[src/rtl/asi_pkg.sv]
// Shared AXI definitions for the ASI slave / ASM master pair: bus widths,
// burst/size encodings, master write-engine limits and the burst-split helper.
package asi_pkg;

  localparam int AXI_DW = 128;
  localparam int AXI_AW = 40;
  localparam int AXI_IW = 8;
  localparam int AXI_LW = 8;
  localparam int AXI_SW = AXI_DW / 8;
  localparam int CMD_LW = 16;

  localparam logic [AXI_IW-1:0] MST_ID = '0;
  localparam int MST_BL       = 16;
  localparam int MST_OD       = 4;
  localparam int BOUNDARY_4KB = 4096;

  localparam int LEN_W      = $clog2(MST_BL + 1);
  localparam int OD_W       = $clog2(MST_OD + 1);
  localparam int BEAT_SH    = $clog2(AXI_SW);
  localparam int PAGE_MSB   = $clog2(BOUNDARY_4KB) - 1;
  localparam int PAGE_BEATS = BOUNDARY_4KB / AXI_SW;

  localparam logic [OD_W-1:0] OD_MAX = OD_W'(MST_OD);

  localparam logic [1:0] BT_FIXED = 2'b00;
  localparam logic [1:0] BT_INCR  = 2'b01;
  localparam logic [1:0] BT_WRAP  = 2'b10;

  localparam logic [2:0] TRSIZE_1B   = 3'd0;
  localparam logic [2:0] TRSIZE_2B   = 3'd1;
  localparam logic [2:0] TRSIZE_4B   = 3'd2;
  localparam logic [2:0] TRSIZE_8B   = 3'd3;
  localparam logic [2:0] TRSIZE_16B  = 3'd4;
  localparam logic [2:0] TRSIZE_32B  = 3'd5;
  localparam logic [2:0] TRSIZE_64B  = 3'd6;
  localparam logic [2:0] TRSIZE_128B = 3'd7;
  localparam logic [2:0] AXI_SIZE    = 3'(BEAT_SH);

  localparam logic [1:0] RESP_OKAY   = 2'b00;
  localparam logic [1:0] RESP_SLVERR = 2'b10;

  typedef enum logic [1:0] {
    S_IDLE,
    S_ADDR,
    S_DRAIN,
    S_FIN
  } asm_state_e;

  // Beats in the next burst: limited by what is left, the burst cap, and the
  // beats remaining before the next 4 KB page so no burst straddles a page.
  function automatic logic [LEN_W-1:0] burst_len(input logic [AXI_AW-1:0] addr,
                                                 input logic [CMD_LW-1:0] rem);
    logic [31:0] page_left;
    logic [31:0] len;
    page_left = 32'(PAGE_BEATS) - 32'(addr[PAGE_MSB:BEAT_SH]);
    len       = 32'(rem);
    if (len > 32'(MST_BL)) len = 32'(MST_BL);
    if (len > page_left)   len = page_left;
    return LEN_W'(len);
  endfunction

endpackage

[src/rtl/asm_w_if.sv]
// AXI4 write channels (AW, W, B) between the asm_w master and an interconnect.
interface asm_w_if;
  import asi_pkg::*;

  logic [AXI_IW-1:0] AWID;
  logic [AXI_AW-1:0] AWADDR;
  logic [AXI_LW-1:0] AWLEN;
  logic [2:0]        AWSIZE;
  logic [1:0]        AWBURST;
  logic              AWVALID;
  logic              AWREADY;

  logic [AXI_DW-1:0] WDATA;
  logic [AXI_SW-1:0] WSTRB;
  logic              WLAST;
  logic              WVALID;
  logic              WREADY;

  logic [AXI_IW-1:0] BID;
  logic [1:0]        BRESP;
  logic              BVALID;
  logic              BREADY;

  modport master (
    output AWID, AWADDR, AWLEN, AWSIZE, AWBURST, AWVALID,
    input  AWREADY,
    output WDATA, WSTRB, WLAST, WVALID,
    input  WREADY,
    input  BID, BRESP, BVALID,
    output BREADY
  );

  modport slave (
    input  AWID, AWADDR, AWLEN, AWSIZE, AWBURST, AWVALID,
    output AWREADY,
    input  WDATA, WSTRB, WLAST, WVALID,
    output WREADY,
    output BID, BRESP, BVALID,
    input  BREADY
  );
endinterface

[src/rtl/asm_len_fifo.sv]
// Small synchronous FIFO carrying the beat count of each accepted AW burst
// to the W channel, so W only runs for bursts whose address has gone out.
module asm_len_fifo #(
  parameter int DEPTH = 4,
  parameter int WIDTH = 5
) (
  input  logic             clk_i,
  input  logic             rst_i,
  input  logic             push_i,
  input  logic [WIDTH-1:0] data_i,
  input  logic             pop_i,
  output logic [WIDTH-1:0] data_o,
  output logic             full_o,
  output logic             empty_o
);

  localparam int PW = (DEPTH > 1) ? $clog2(DEPTH) : 1;
  localparam int CW = $clog2(DEPTH + 1);

  logic [WIDTH-1:0] mem_q [DEPTH];
  logic [PW-1:0]    wr_q, rd_q;
  logic [CW-1:0]    cnt_q;
  logic             do_push, do_pop;

  function automatic logic [PW-1:0] bump(input logic [PW-1:0] p);
    return (p == PW'(DEPTH - 1)) ? '0 : p + PW'(1);
  endfunction

  assign full_o  = (cnt_q == CW'(DEPTH));
  assign empty_o = (cnt_q == '0);
  assign do_push = push_i && !full_o;
  assign do_pop  = pop_i && !empty_o;
  assign data_o  = mem_q[rd_q];

  // NOTE: storage has no reset; the count and pointers alone define validity.
  always_ff @(posedge clk_i) begin
    if (do_push) mem_q[wr_q] <= data_i;
  end

  always_ff @(posedge clk_i) begin
    if (rst_i) begin
      wr_q  <= '0;
      rd_q  <= '0;
      cnt_q <= '0;
    end else begin
      if (do_push) wr_q <= bump(wr_q);
      if (do_pop)  rd_q <= bump(rd_q);
      case ({do_push, do_pop})
        2'b10:   cnt_q <= cnt_q + CW'(1);
        2'b01:   cnt_q <= cnt_q - CW'(1);
        default: cnt_q <= cnt_q;
      endcase
    end
  end

endmodule

[src/rtl/asm_w.sv]
// AXI4 master write engine: splits a (address, beats) command into 4 KB-safe
// INCR bursts, streams user data onto W and reports completion from B.
module asm_w
  import asi_pkg::*;
(
  input  logic              ACLK,
  input  logic              ARESET,
  input  logic              cmd_valid,
  output logic              cmd_ready,
  input  logic [AXI_AW-1:0] cmd_addr,
  input  logic [CMD_LW-1:0] cmd_beats,
  input  logic              wd_valid,
  output logic              wd_ready,
  input  logic [AXI_DW-1:0] wd_data,
  input  logic [AXI_SW-1:0] wd_strb,
  output logic              done,
  output logic              done_err,
  output logic              busy,
  asm_w_if.master           axi
);

  asm_state_e        state_q, state_d;
  logic [AXI_AW-1:0] addr_q, addr_d;
  logic [CMD_LW-1:0] rem_q, rem_d;
  logic              awvalid_q, awvalid_d;
  logic [OD_W-1:0]   outst_q, outst_d;
  logic              err_q, err_d;
  logic [LEN_W-1:0]  beat_q, beat_d;
  logic              live_q;

  logic [LEN_W-1:0]  cur_len;
  logic [LEN_W-1:0]  fifo_head;
  logic              fifo_full, fifo_empty;
  logic              aw_hs, w_hs, b_hs, wlast;
  logic              unused_bits;

  assign cur_len = burst_len(addr_q, rem_q);
  assign aw_hs   = awvalid_q && axi.AWREADY;
  assign w_hs    = axi.WVALID && axi.WREADY;
  assign b_hs    = axi.BVALID && live_q;
  assign wlast   = !fifo_empty && (beat_q == fifo_head - LEN_W'(1));

  assign unused_bits = ^{axi.BID, axi.BRESP[0], cmd_addr[BEAT_SH-1:0], fifo_full};

  asm_len_fifo #(
    .DEPTH (MST_OD),
    .WIDTH (LEN_W)
  ) u_len_fifo (
    .clk_i   (ACLK),
    .rst_i   (ARESET),
    .push_i  (aw_hs),
    .data_i  (cur_len),
    .pop_i   (w_hs && wlast),
    .data_o  (fifo_head),
    .full_o  (fifo_full),
    .empty_o (fifo_empty)
  );

  // A B without a matching outstanding burst is ignored rather than wrapping.
  always_comb begin
    outst_d = outst_q;
    if (aw_hs && !(b_hs && outst_q != '0))      outst_d = outst_q + OD_W'(1);
    else if (!aw_hs && b_hs && outst_q != '0)   outst_d = outst_q - OD_W'(1);
  end

  // NOTE: every comb output gets a default first, so no path can infer a latch.
  always_comb begin
    state_d   = state_q;
    addr_d    = addr_q;
    rem_d     = rem_q;
    awvalid_d = 1'b0;
    err_d     = err_q | (b_hs & axi.BRESP[1]);
    beat_d    = beat_q;

    if (w_hs) beat_d = wlast ? '0 : beat_q + LEN_W'(1);

    unique case (state_q)
      S_IDLE: begin
        if (cmd_valid && cmd_ready) begin
          addr_d = {cmd_addr[AXI_AW-1:BEAT_SH], {BEAT_SH{1'b0}}};
          rem_d  = cmd_beats;
          err_d  = 1'b0;
          if (cmd_beats == '0) begin
            state_d = S_FIN;
          end else begin
            state_d   = S_ADDR;
            awvalid_d = 1'b1;
          end
        end
      end
      S_ADDR: begin
        if (aw_hs) begin
          addr_d = addr_q + (AXI_AW'(cur_len) << BEAT_SH);
          rem_d  = rem_q - CMD_LW'(cur_len);
        end
        // A pending AW never drops: it was only raised with outst_q < MST_OD.
        if (rem_d == '0) state_d = S_DRAIN;
        else             awvalid_d = (outst_d < OD_MAX);
      end
      S_DRAIN: begin
        if (fifo_empty && outst_d == '0) state_d = S_FIN;
      end
      S_FIN: begin
        state_d = S_IDLE;
      end
      default: state_d = S_IDLE;
    endcase
  end

  always_ff @(posedge ACLK) begin
    if (ARESET) begin
      state_q   <= S_IDLE;
      addr_q    <= '0;
      rem_q     <= '0;
      awvalid_q <= 1'b0;
      outst_q   <= '0;
      err_q     <= 1'b0;
      beat_q    <= '0;
      live_q    <= 1'b0;
    end else begin
      state_q   <= state_d;
      addr_q    <= addr_d;
      rem_q     <= rem_d;
      awvalid_q <= awvalid_d;
      outst_q   <= outst_d;
      err_q     <= err_d;
      beat_q    <= beat_d;
      live_q    <= 1'b1;
    end
  end

  assign cmd_ready = live_q && (state_q == S_IDLE);
  assign busy      = (state_q != S_IDLE);
  assign done      = (state_q == S_FIN);
  assign done_err  = (state_q == S_FIN) && err_q;

  assign axi.AWID    = MST_ID;
  assign axi.AWADDR  = addr_q;
  assign axi.AWLEN   = AXI_LW'(cur_len - LEN_W'(1));
  assign axi.AWSIZE  = AXI_SIZE;
  assign axi.AWBURST = BT_INCR;
  assign axi.AWVALID = awvalid_q;

  assign axi.WDATA  = wd_data;
  assign axi.WSTRB  = wd_strb;
  assign axi.WLAST  = wlast;
  assign axi.WVALID = wd_valid && !fifo_empty;
  assign wd_ready   = axi.WREADY && !fifo_empty;

  assign axi.BREADY = live_q;

endmodule

[src/flat_wrapper.sv]
// flat-port wrapper written by rule: the top's interface ports become plain ports
module asm_w_flat import asi_pkg::*;
  (ACLK, ARESET, cmd_valid, cmd_ready, cmd_addr, cmd_beats, wd_valid, wd_ready, wd_data, wd_strb, done, done_err, busy, axi_AWID, axi_AWADDR, axi_AWLEN, axi_AWSIZE, axi_AWBURST, axi_AWVALID, axi_AWREADY, axi_WDATA, axi_WSTRB, axi_WLAST, axi_WVALID, axi_WREADY, axi_BID, axi_BRESP, axi_BVALID, axi_BREADY);
  asm_w_if axi_i ();
  input  logic ACLK;
  input  logic ARESET;
  input  logic cmd_valid;
  output logic cmd_ready;
  input  logic [AXI_AW-1:0] cmd_addr;
  input  logic [CMD_LW-1:0] cmd_beats;
  input  logic wd_valid;
  output logic wd_ready;
  input  logic [AXI_DW-1:0] wd_data;
  input  logic [AXI_SW-1:0] wd_strb;
  output logic done;
  output logic done_err;
  output logic busy;
  output wire logic [$bits(axi_i.AWID)-1:0] axi_AWID;
  output wire logic [$bits(axi_i.AWADDR)-1:0] axi_AWADDR;
  output wire logic [$bits(axi_i.AWLEN)-1:0] axi_AWLEN;
  output wire logic [$bits(axi_i.AWSIZE)-1:0] axi_AWSIZE;
  output wire logic [$bits(axi_i.AWBURST)-1:0] axi_AWBURST;
  output wire logic [$bits(axi_i.AWVALID)-1:0] axi_AWVALID;
  input wire logic [$bits(axi_i.AWREADY)-1:0] axi_AWREADY;
  output wire logic [$bits(axi_i.WDATA)-1:0] axi_WDATA;
  output wire logic [$bits(axi_i.WSTRB)-1:0] axi_WSTRB;
  output wire logic [$bits(axi_i.WLAST)-1:0] axi_WLAST;
  output wire logic [$bits(axi_i.WVALID)-1:0] axi_WVALID;
  input wire logic [$bits(axi_i.WREADY)-1:0] axi_WREADY;
  input wire logic [$bits(axi_i.BID)-1:0] axi_BID;
  input wire logic [$bits(axi_i.BRESP)-1:0] axi_BRESP;
  input wire logic [$bits(axi_i.BVALID)-1:0] axi_BVALID;
  output wire logic [$bits(axi_i.BREADY)-1:0] axi_BREADY;
  assign axi_AWID = axi_i.AWID;
  assign axi_AWADDR = axi_i.AWADDR;
  assign axi_AWLEN = axi_i.AWLEN;
  assign axi_AWSIZE = axi_i.AWSIZE;
  assign axi_AWBURST = axi_i.AWBURST;
  assign axi_AWVALID = axi_i.AWVALID;
  assign axi_i.AWREADY = axi_AWREADY;
  assign axi_WDATA = axi_i.WDATA;
  assign axi_WSTRB = axi_i.WSTRB;
  assign axi_WLAST = axi_i.WLAST;
  assign axi_WVALID = axi_i.WVALID;
  assign axi_i.WREADY = axi_WREADY;
  assign axi_i.BID = axi_BID;
  assign axi_i.BRESP = axi_BRESP;
  assign axi_i.BVALID = axi_BVALID;
  assign axi_BREADY = axi_i.BREADY;
  asm_w u_core (.ACLK(ACLK), .ARESET(ARESET), .cmd_valid(cmd_valid), .cmd_ready(cmd_ready), .cmd_addr(cmd_addr), .cmd_beats(cmd_beats), .wd_valid(wd_valid), .wd_ready(wd_ready), .wd_data(wd_data), .wd_strb(wd_strb), .done(done), .done_err(done_err), .busy(busy), .axi(axi_i));
endmodule
[config.mk]
export PLATFORM = sky130hd
export DESIGN_NAME = asm_w_flat
export DESIGN_NICKNAME = d
export VERILOG_FILES = /design/src/rtl/asi_pkg.sv /design/src/rtl/asm_w_if.sv /design/src/rtl/asm_len_fifo.sv /design/src/rtl/asm_w.sv /design/src/flat_wrapper.sv
export SDC_FILE = /design/constraint.sdc
export NUM_CORES = 1
export LEC_CHECK = 0
export CORE_AREA = 2 2 166 168
export DETAILED_ROUTE_END_ITERATION = 12
export DIE_AREA = 0 0 168 170
export PLACE_DENSITY_LB_ADDON = 0.2
export SKIP_CTS_REPAIR_TIMING = 1
export SLEW_MARGIN = 0
export SYNTH_ARGS = -nofsm -noshare
export SYNTH_HDL_FRONTEND = slang
export SYNTH_SLANG_ARGS = --single-unit
[constraint.sdc]
create_clock -name ACLK -period 9.9 [get_ports ACLK]
set_input_delay 2.97 -clock ACLK [delete_from_list [all_inputs] [get_ports ACLK]]
set_output_delay 2.97 -clock ACLK [all_outputs]
set_load 0.05 [all_outputs]
Word-level counts from Yosys, hierarchy flattened

Memories as Yosys holds them, arrays and structs flattened. A register that Yosys moved wholly into a read port is not among the register bits.
Index checks and enable logic that the tools add are counted.

Memories: 1
Register bits: 76
Bits of input ports: 217
RAM bits: 20

Memories:

| memory                  | depth | bits a word | read ports | clocked after Yosys merged registers in | wr ports | RTL line           | source |
|---|---|---|---|---|---|---|---|
| u_core.u_len_fifo.mem_q | 4     | 5           | 1          | 1                                       | 1        | asm_len_fifo.sv:20 | `logic [WIDTH-1:0] mem_q [DEPTH];` |

Reductions and logical operators: 33
$lt $le $gt $ge: 3
Add/subtract/negate cells: 12
Bitwise operators: 2
Muxes and demuxes: 31
Equality and inequality tests: 13

Operators with widths:

| kind                                                | number |
|---|---|
| 2-to-1 mux 40 bit                                   | 2 |
| one-hot mux 40 bit (2 select lines)                 | 1 |
| 2-to-1 mux 16 bit                                   | 4 |
| adder 40 x 9 -> 40 bit                              | 1 |
| > comparator 16 x 32 -> 1 bit                       | 1 |
| logical NOT 16 bit                                  | 2 |
| one-hot mux 16 bit (2 select lines)                 | 1 |
| logical AND 1 bit                                   | 17 |
| > comparator 16 x 5 -> 1 bit, second input constant | 1 |
| 2-to-1 mux 2 bit                                    | 8 |
| subtractor 16 x 5 -> 16 bit                         | 1 |
| equality test 2 bit, second input constant          | 5 |
| 2-to-1 mux 5 bit                                    | 2 |
| subtractor 9 x 8 -> 10 bit, first input constant    | 1 |
| 2-to-1 mux 1 bit                                    | 8 |
| != test 2 x 1 -> 1 bit, second input constant       | 4 |
| one-hot mux 2 bit (4 select lines)                  | 1 |
| adder 3 x 1 -> 3 bit, second input constant         | 2 |
| logical NOT 3 bit                                   | 2 |
| 2-to-1 mux 3 bit                                    | 2 |
| one-hot mux 3 bit (2 select lines)                  | 1 |
| AND reduction 3 bit                                 | 2 |
| nonzero test 2 bit                                  | 3 |
| subtractor 3 x 1 -> 3 bit, second input constant    | 2 |
| 15 further kinds                                    | 20 |

Depth between registers and ports, before layout

Gate-level depths: netlist of run 1.

Word-level depth: 10
Depth in mapped cells: 26
Mapped depth without buffers: 24

Cells and area by module

From an unflattened synthesis of run 1, not the netlist that was laid out.

Cells, all modules: 997
Area, all modules: 7978.9 um^2

By module, submodules not included:

| module       | area each (um^2) | instances | seq. area each (um^2) | cells an instance |
|---|---|---|---|---|
| asm_w        | 6762.7           | 1         | 1301.2                | 917 |
| asm_len_fifo | 1216.2           | 1         | 780.7                 | 80 |

Worst setup path after synthesis of run 1

Ideal clock, no wire load.

Kind: reg2out
Start: register u_core.addr_q[5] (netlist: u_core.axi.AWADDR[5])
End: output axi_AWLEN[6]
Stages on the path, launching flop included: 17
Path buffers: 3
Slack: 0.576 ns
Arrival: 6.354 ns
Cells stage by stage: dfxtp_1 > clkbuf_1 > inv_1 > ha_1 > nor3b_1 > xor2_1 > ha_1 > and4_1 > clkbuf_1 > o311ai_2 > o21a_4 > a211oi_4 > nor2_1 > a21oi_1 > nand2_1 > nor4_1 > buf_4

Cells in the longest elaborated chain, start to end: 4

Ends and longest elaborated chain:

| what                           | RTL line           | source |
|---|---|---|
| start, declared                | asm_w.sv:23        | `logic [AXI_AW-1:0] addr_q, addr_d;` |
| start signal, assigned         | asm_w.sv:122       | `addr_q <= addr_d;` |
| subtractor 9 x 8 -> 10 bit (*) | asi_pkg.sv:55      | `page_left = 32'(PAGE_BEATS) - 32'(addr[PAGE_MSB:BEAT_SH]);` |
| > comparator 16 x 32 -> 1 bit  | asi_pkg.sv:58      | `if (len > page_left) len = page_left;` |
| 2-to-1 mux 5 bit (*)           | asi_pkg.sv:58      |  |
| subtractor 5 x 1 -> 6 bit (*)  | asm_w.sv:139       | `assign axi.AWLEN = AXI_LW'(cur_len - LEN_W'(1));` |
| end, declared                  | flat_wrapper.sv:20 | `output wire logic [$bits(axi_i.AWLEN)-1:0] axi_AWLEN;` |

Every way passes the cells marked *; elsewhere a longest branch is shown, timed or not.

Worst setup path after layout of run 1

Start: register u_core.rem_q[8]
End: output axi_AWLEN[7]

Cells in the longest elaborated chain, start to end: 5

Ends and longest elaborated chain:

| what                          | RTL line      | source |
|---|---|---|
| start, declared               | asm_w.sv:24   | `logic [CMD_LW-1:0] rem_q, rem_d;` |
| start signal, assigned        | asm_w.sv:123  | `rem_q <= rem_d;` |
| > comparator 16 x 5 -> 1 bit  | asi_pkg.sv:57 | `if (len > 32'(MST_BL)) len = 32'(MST_BL);` |
| 2-to-1 mux 16 bit (*)         | asi_pkg.sv:57 |  |
| > comparator 16 x 32 -> 1 bit | asi_pkg.sv:58 |  |
| 2-to-1 mux 5 bit (*)          | asi_pkg.sv:58 |  |
| via u_core.cur_len[3]         | asm_w.sv:31   | `logic [LEN_W-1:0] cur_len;` |
| subtractor 5 x 1 -> 6 bit (*) | asm_w.sv:139  |  |

The timed path passes the listed nets; every way through them passes the cells marked *.

==> results of run 1 <==
==> logic make-up after synthesis <==
| group | count (synthesis) | share of synthesized area |
|---|---|---|
| and+or+nand+nor | 309 | 0.194 |
| AOI/OAI and AO/OA | 261 | 0.231 |
| buffers and inverters | 251 | 0.197 |
| DFF | 94 | 0.262 |
| adders and majority gates | 32 | 0.0511 |
| xor gates and xnor gates | 26 | 0.0296 |
| muxes | 21 | 0.0348 |
| other | 2 | 0.000944 |
==> through the flow <==
| stage | worst slack (ps) | cells | total power, mW | hold WS [ps] |
|---|---|---|---|---|
| floorplan | 576 | 1015 | 2.91 | 466 |
| global placement | 1610 | 1264 | 3.58 | 494 |
| detailed placement | 1490 | 1264 | 3.59 | 505 |
| CTS | 1100 | 1280 | 3.95 | 521 |
| global route | 603 | 1280 | 4.24 | 548 |
| finish | 1070 | 1281 | 3.94 | 516 |
==> final cells by class <==
class	count	area, um2	share of cell area
multi-input combinational	670	4390	0.515
sequential	94	2080	0.245
timing repair buffer	119	1170	0.137
tap	341	427	0.0501
clock buffer	9	225	0.0265
inverter	40	150	0.0176
clock inverter	7	70.1	0.00823
antenna	1	2.50	0.000294
==> worst max-delay path: stages (launching register included) <==
cell and delay (ps):
dfxtp_1 400, nor4_1 490, nand2_1 200, nor3_1 420, inv_1 250, ha_1 340
and4_1 370, o311ai_2 180, o21a_4 250, a211oi_4 480, nor2_4 120, a21oi_2 350
inv_2 150, nor4_1 560, clkdlybuf4s50_1 930
==> final timing paths <==
| check | endpoint | slack (ps) | cells after the start |
|---|---|---|---|
| worst max-delay path | axi_AWLEN[7] | 1070 | 14 |
| worst min-delay path | u_core.err_q | 520 | 2 |
| worst max register to register | u_core.state_q[0] | 2750 | 21 |
| worst min register to register | u_core.err_q | 520 | 2 |
==> layer usage <==
metal,vias to the layer above,GRT usage,wire (um)
met5,-,0,0
li1,3297,-,-
met1,3189,0.225,11200
met4,0,0.0556,574
met2,282,0.292,12100
met3,50,0.0388,1760
==> placed cells by master (no fill, tap or decap), types with 5 or more instances in the layout <==
cell type / synthesis / final
a211oi_1: 23 / 23
a21oi_1: 65 / 65
a311oi_1: 11 / 11
a31oi_1: 19 / 19
and2_1: 19 / 19
and3_1: 13 / 13
buf_4: 165 / 7
clkbuf_16: 0 / 9
clkdlybuf4s50_1: 0 / 111
conb_1: 2 / 21
dfxtp_1: 74 / 74
edfxtp_1: 20 / 20
ha_1: 30 / 29
inv_1: 38 / 38
mux2i_1: 13 / 13
mux4_2: 5 / 5
nand2_1: 67 / 67
nand2b_1: 5 / 5
nand3_1: 25 / 25
nand4_1: 12 / 12
nor2_1: 85 / 84
nor2b_1: 5 / 5
nor3_1: 26 / 26
nor4_1: 14 / 14
o211ai_1: 6 / 6
o21a_1: 7 / 7
o21ai_0: 42 / 42
o22ai_1: 15 / 15
o31ai_1: 5 / 5
or2_2: 6 / 6
or3_1: 12 / 12
xnor2_1: 13 / 13
xor2_1: 12 / 12
==> flip-flops by register name (all words and copies together) (netlist names), named ones only <==
signal / count
u_core.axi.AWADDR: 36
u_core.axi.BREADY: 1
u_core.u_len_fifo.rd_q: 2
u_core.outst_q: 3
u_core.state_q: 2
u_core.beat_q: 5
u_core.rem_q: 16
u_core.u_len_fifo.cnt_q: 3
u_core.err_q: 1
u_core.u_len_fifo.mem_q: 20
u_core.u_len_fifo.wr_q: 2
u_core.axi.AWVALID: 1
==> where the power goes <==
part           internal [mW]  switching [mW]
registers              0.526           0.153
clock network          0.178           0.178
logic                  0.944            1.96
==> flow_summary.json, run 1 <==
{
  "status": "finished clean",
  "worst_pin_slew_ps": 1000,
  "antenna_found_initial": 1,
  "drc": 0,
  "drv_cap": 0,
  "overflow": 0,
  "drt-initial-drc-count": 432,
  "p_per_area_nw_per_um2": 463,
  "post-route-cell-area_um2": 8510,
  "grtUsageTotal": 0.175,
  "finalMaxSlewViolations": 0,
  "cp-end-kind": "primary output",
  "die_y_um": 170,
  "reg2reg_from": "u_core.rem_q[8]",
  "routedWlPerCell_um": 20.1,
  "clock_latency_ps": 360,
  "startpoint": "u_core.rem_q[8]",
  "via_per_inst": 5.32,
  "postLayoutCoreUtil": 0.319,
  "grt_pass1_wl_mm": 38.8,
  "ant_nets": 0,
  "die_w_um": 168,
  "yosys_warnings": 0,
  "grt_start_max_net_pins": 57,
  "coreArea_um2": 26700,
  "cts_tree": "yes",
  "syn_area_per_cell_um2": 7.98,
  "cp_max_fo": 8,
  "firstDrtPassIters": 6,
  "pin_count": 431,
  "hp-start": "u_core.err_q",
  "ys.flop_type": "dfxtp_1",
  "synth_area_leader_cell": "dfxtp_1",
  "finalSetupViolCount": 0,
  "initial_utilization": 0.298,
  "post-route-period-util": 0.892,
  "worstSetupPathType": "flop to primary output",
  "first_global_vias": 6455,
  "netlist_top_cells_count": "buf_4, nor2_1, dfxtp_1",
  "yosys-top-cells-area": "dfxtp_1, buf_4, edfxtp_1",
  "final_nets": 1182,
  "holdCritPathClass": "flop to flop",
  "routabilityCongestion": 0.845,
  "die-area_um2": 28600,
  "ys_seq_area_frac": 0.262,
  "area_delta_synth_final_pct": 7.03,
  "worstPathArrival_ps": 5860,
  "period_needed_ps": 8830,
  "max-vdd-ir-drop_mv": 0.168,
  "cts_num_sinks": 94,
  "syn_area_um2": 7950,
  "clk_pin_slew_ps": 90,
  "vias": 6818,
  "drt-total-wl_mm": 25.7,
  "drive_gt1_frac": 0.0745,
  "synthCells": 996,
  "synth-async-reset-ratio": 0,
  "p_leak_nw": 2.96,
  "slew_headroom": 0.331,
  "hpwl_mm": 19.4,
  "rsz0062_at_grt": "false",
  "rows": 60,
  "fillers": 2761,
  "crit_required_ps": 6930,
  "yosysMostFrequentCell": "buf_4",
  "ctsLongestPathBuffers": 2,
  "fin_tns_setup_ps": 0,
  "cts_buffers": 9,
  "synth_cell_types": 85,
  "cts_root_buffer": "clkbuf_16",
  "io_buffers": 112,
  "maxClockFrequency_mhz": 113,
  "cts-htree-levels": 3,
  "finalHoldViolCount": 0,
  "skew_ps": 17.1,
  "synth_seq_cells": 94,
  "synth-edff-count": 20,
  "synth_top_area_frac": 0.186,
  "place_area_um2": 8210,
  "start_kind": "flop"
}
Note: power is estimated with default switching activity, not from simulation.
==> run 2, diff against run 1 <==
--- a/config.mk
+++ b/config.mk
@@ -9,6 +9,7 @@
 export DETAILED_ROUTE_END_ITERATION = 12
 export DIE_AREA = 0 0 168 170
 export PLACE_DENSITY_LB_ADDON = 0.2
+export RECOVER_POWER = 50
 export SKIP_CTS_REPAIR_TIMING = 1
 export SLEW_MARGIN = 0
 export SYNTH_ARGS = -nofsm -noshare
==> flow_summary.json, run 2 (synthesized netlist as in run 1, its figures left out) <==
{
  "worstHoldPathCells": 2,
  "drv_cap": 1,
  "ant_nets": 0,
  "worstSetupPathType": "flop to primary output",
  "hp-start": "u_core.err_q",
  "die_w_um": 168,
  "grtUsageTotal": 0.175,
  "start_kind": "flop",
  "cts_tree": "yes",
  "clk_pin_slew_ps": 90,
  "routedWlPerCell_um": 20.1,
  "cp-end-kind": "primary output",
  "firstDrtPassIters": 6,
  "cts_num_sinks": 94,
  "final_nets": 1182,
  "antenna_found_initial": 1,
  "reg2reg_depth": 21,
  "holdCritPathClass": "flop to flop",
  "period_needed_ps": 9110,
  "worstPathArrival_ps": 6140,
  "fillers": 2766,
  "worst_pin_slew_ps": 3030,
  "rows": 60,
  "pin_count": 431,
  "crit_required_ps": 6930,
  "mostFrequentLayoutCells": "nor2_1, dfxtp_1, clkdlybuf4s50_1",
  "hold_end": "u_core.err_q",
  "reg2reg_from": "u_core.rem_q[8]",
  "die_y_um": 170,
  "whs_ps": 517,
  "finalSetupViolCount": 0,
  "overflow": 0,
  "p_per_area_nw_per_um2": 459,
  "area_delta_synth_final_pct": 6.48,
  "drive_gt1_frac": 0.0660,
  "die-area_um2": 28600,
  "grt_start_max_net_pins": 57,
  "r2r-end": "u_core.state_q[0]",
  "slowest_stage": "a2111oi_0",
  "cpMostUsedCell": "ha_1",
  "routabilityCongestion": 0.845,
  "violations": "capacitance limit, slew limit",
  "drt-total-wl_mm": 25.7,
  "cts-htree-levels": 3,
  "max-vdd-ir-drop_mv": 0.167,
  "rsz0062_at_grt": "false",
  "maxClockFrequency_mhz": 110,
  "cp_cell_sequence": "nor4_1, nand2_1, nor3_1, inv_1, ha_1, and4_1, o311ai_0, o21a_4, a2111oi_0, a21oi_1, ha_1, xor2_1, clkdlybuf4s50_1",
  "critPathMaxStageDelay_ps": 1100,
  "ff_latch_area_um2": 2080,
  "initial_utilization": 0.298,
  "largest_reg_flops": 36,
  "io_buffers": 112,
  "worst-r2r-setup-slack_ps": 2620,
  "finalMaxSlewViolations": 57,
  "cts_root_buffer": "clkbuf_16",
  "p_leak_nw": 3.06,
  "skew_ps": 19.3,
  "hpwl_mm": 19.4,
  "drc": 0,
  "coreArea_um2": 26700,
  "vias": 6813,
  "drt-initial-drc-count": 459,
  "final_common_cell": "nor2_1",
  "slew_headroom": -1.02,
  "ctsLongestPathBuffers": 2,
  "grt_pass1_wl_mm": 38.8,
  "fin_tns_setup_ps": 0,
  "via_per_inst": 5.32,
  "post-route-period-util": 0.921,
  "clock_latency_ps": 360,
  "cts_buffers": 9,
  "status": "finished, violations left",
  "first_global_vias": 6455,
  "finalHoldViolCount": 0,
  "cp_max_fo": 8,
  "multi_input_area_um2": 4350
}
-- run 2: layer usage --
metal | GRT usage | wire length, um | part of all wire | vias up
met5 | 0 | 0 | 0 | -
met4 | 0.0556 | 580 | 0.023 | 0
met3 | 0.0388 | 1840 | 0.072 | 52
met2 | 0.292 | 12100 | 0.47 | 274
met1 | 0.225 | 11200 | 0.44 | 3190
li1 | - | - | - | 3297
-- run 2: final cells by class --
type                       count  share of cell area
antenna                        1            0.000296
clock buffer                   9              0.0266
clock inverter                 7             0.00828
inverter                      40              0.0177
multi-input combinational    670               0.513
sequential                    94               0.246
tap                          341              0.0504
timing repair buffer         119               0.138
-- run 2: where the power goes --
group / internal (mW) / switching, mW / total [mW]
registers: 0.527 / 0.151 / 0.678
clock network: 0.179 / 0.179 / 0.358
logic: 0.910 / 1.94 / 2.85
total: 1.62 / 2.27 / 3.89
-- run 2: how the worst max path moves through the flow --
stage                              start      endpoint  slack, ps  depth (start not counted)
floorplan           u_core.axi.AWADDR[5]  axi_AWLEN[6]        580                         16
global placement    u_core.axi.AWADDR[4]  axi_AWLEN[7]       1610                         15
detailed placement  u_core.axi.AWADDR[4]  axi_AWLEN[7]       1490                         15
CTS                 u_core.axi.AWADDR[4]  axi_AWLEN[7]       1100                         15
global route             u_core.rem_q[8]  axi_AWLEN[7]        350                         15
finish                   u_core.rem_q[8]  axi_AWLEN[2]        790                         13
-- run 2: worst max-delay path: cells and delay by family (launching register included) --
kind                       cells  cell delay (ps)
xor gates and xnor gates       1              260
adders and majority gates      2              660
buffers and inverters          2             1110
AOI/OAI and AO/OA              4             1900
DFF                            1              400
and+or+nand+nor                4             1420
-- run 2: per-stage QoR --
step / util / cells / total power, mW / setup WS [ps] / area (um2)
5_1_grt: 0.318 / 1280 / 4.18 / 347 / 8460
6_report: 0.318 / 1281 / 3.89 / 785 / 8470
3_3_place_gp: 0.308 / 1264 / 3.58 / 1610 / 8210
2_1_floorplan: - / 1015 / 2.91 / 576 / 8020
3_5_place_dp: 0.308 / 1264 / 3.59 / 1490 / 8210
4_1_cts: 0.319 / 1280 / 3.95 / 1100 / 8510
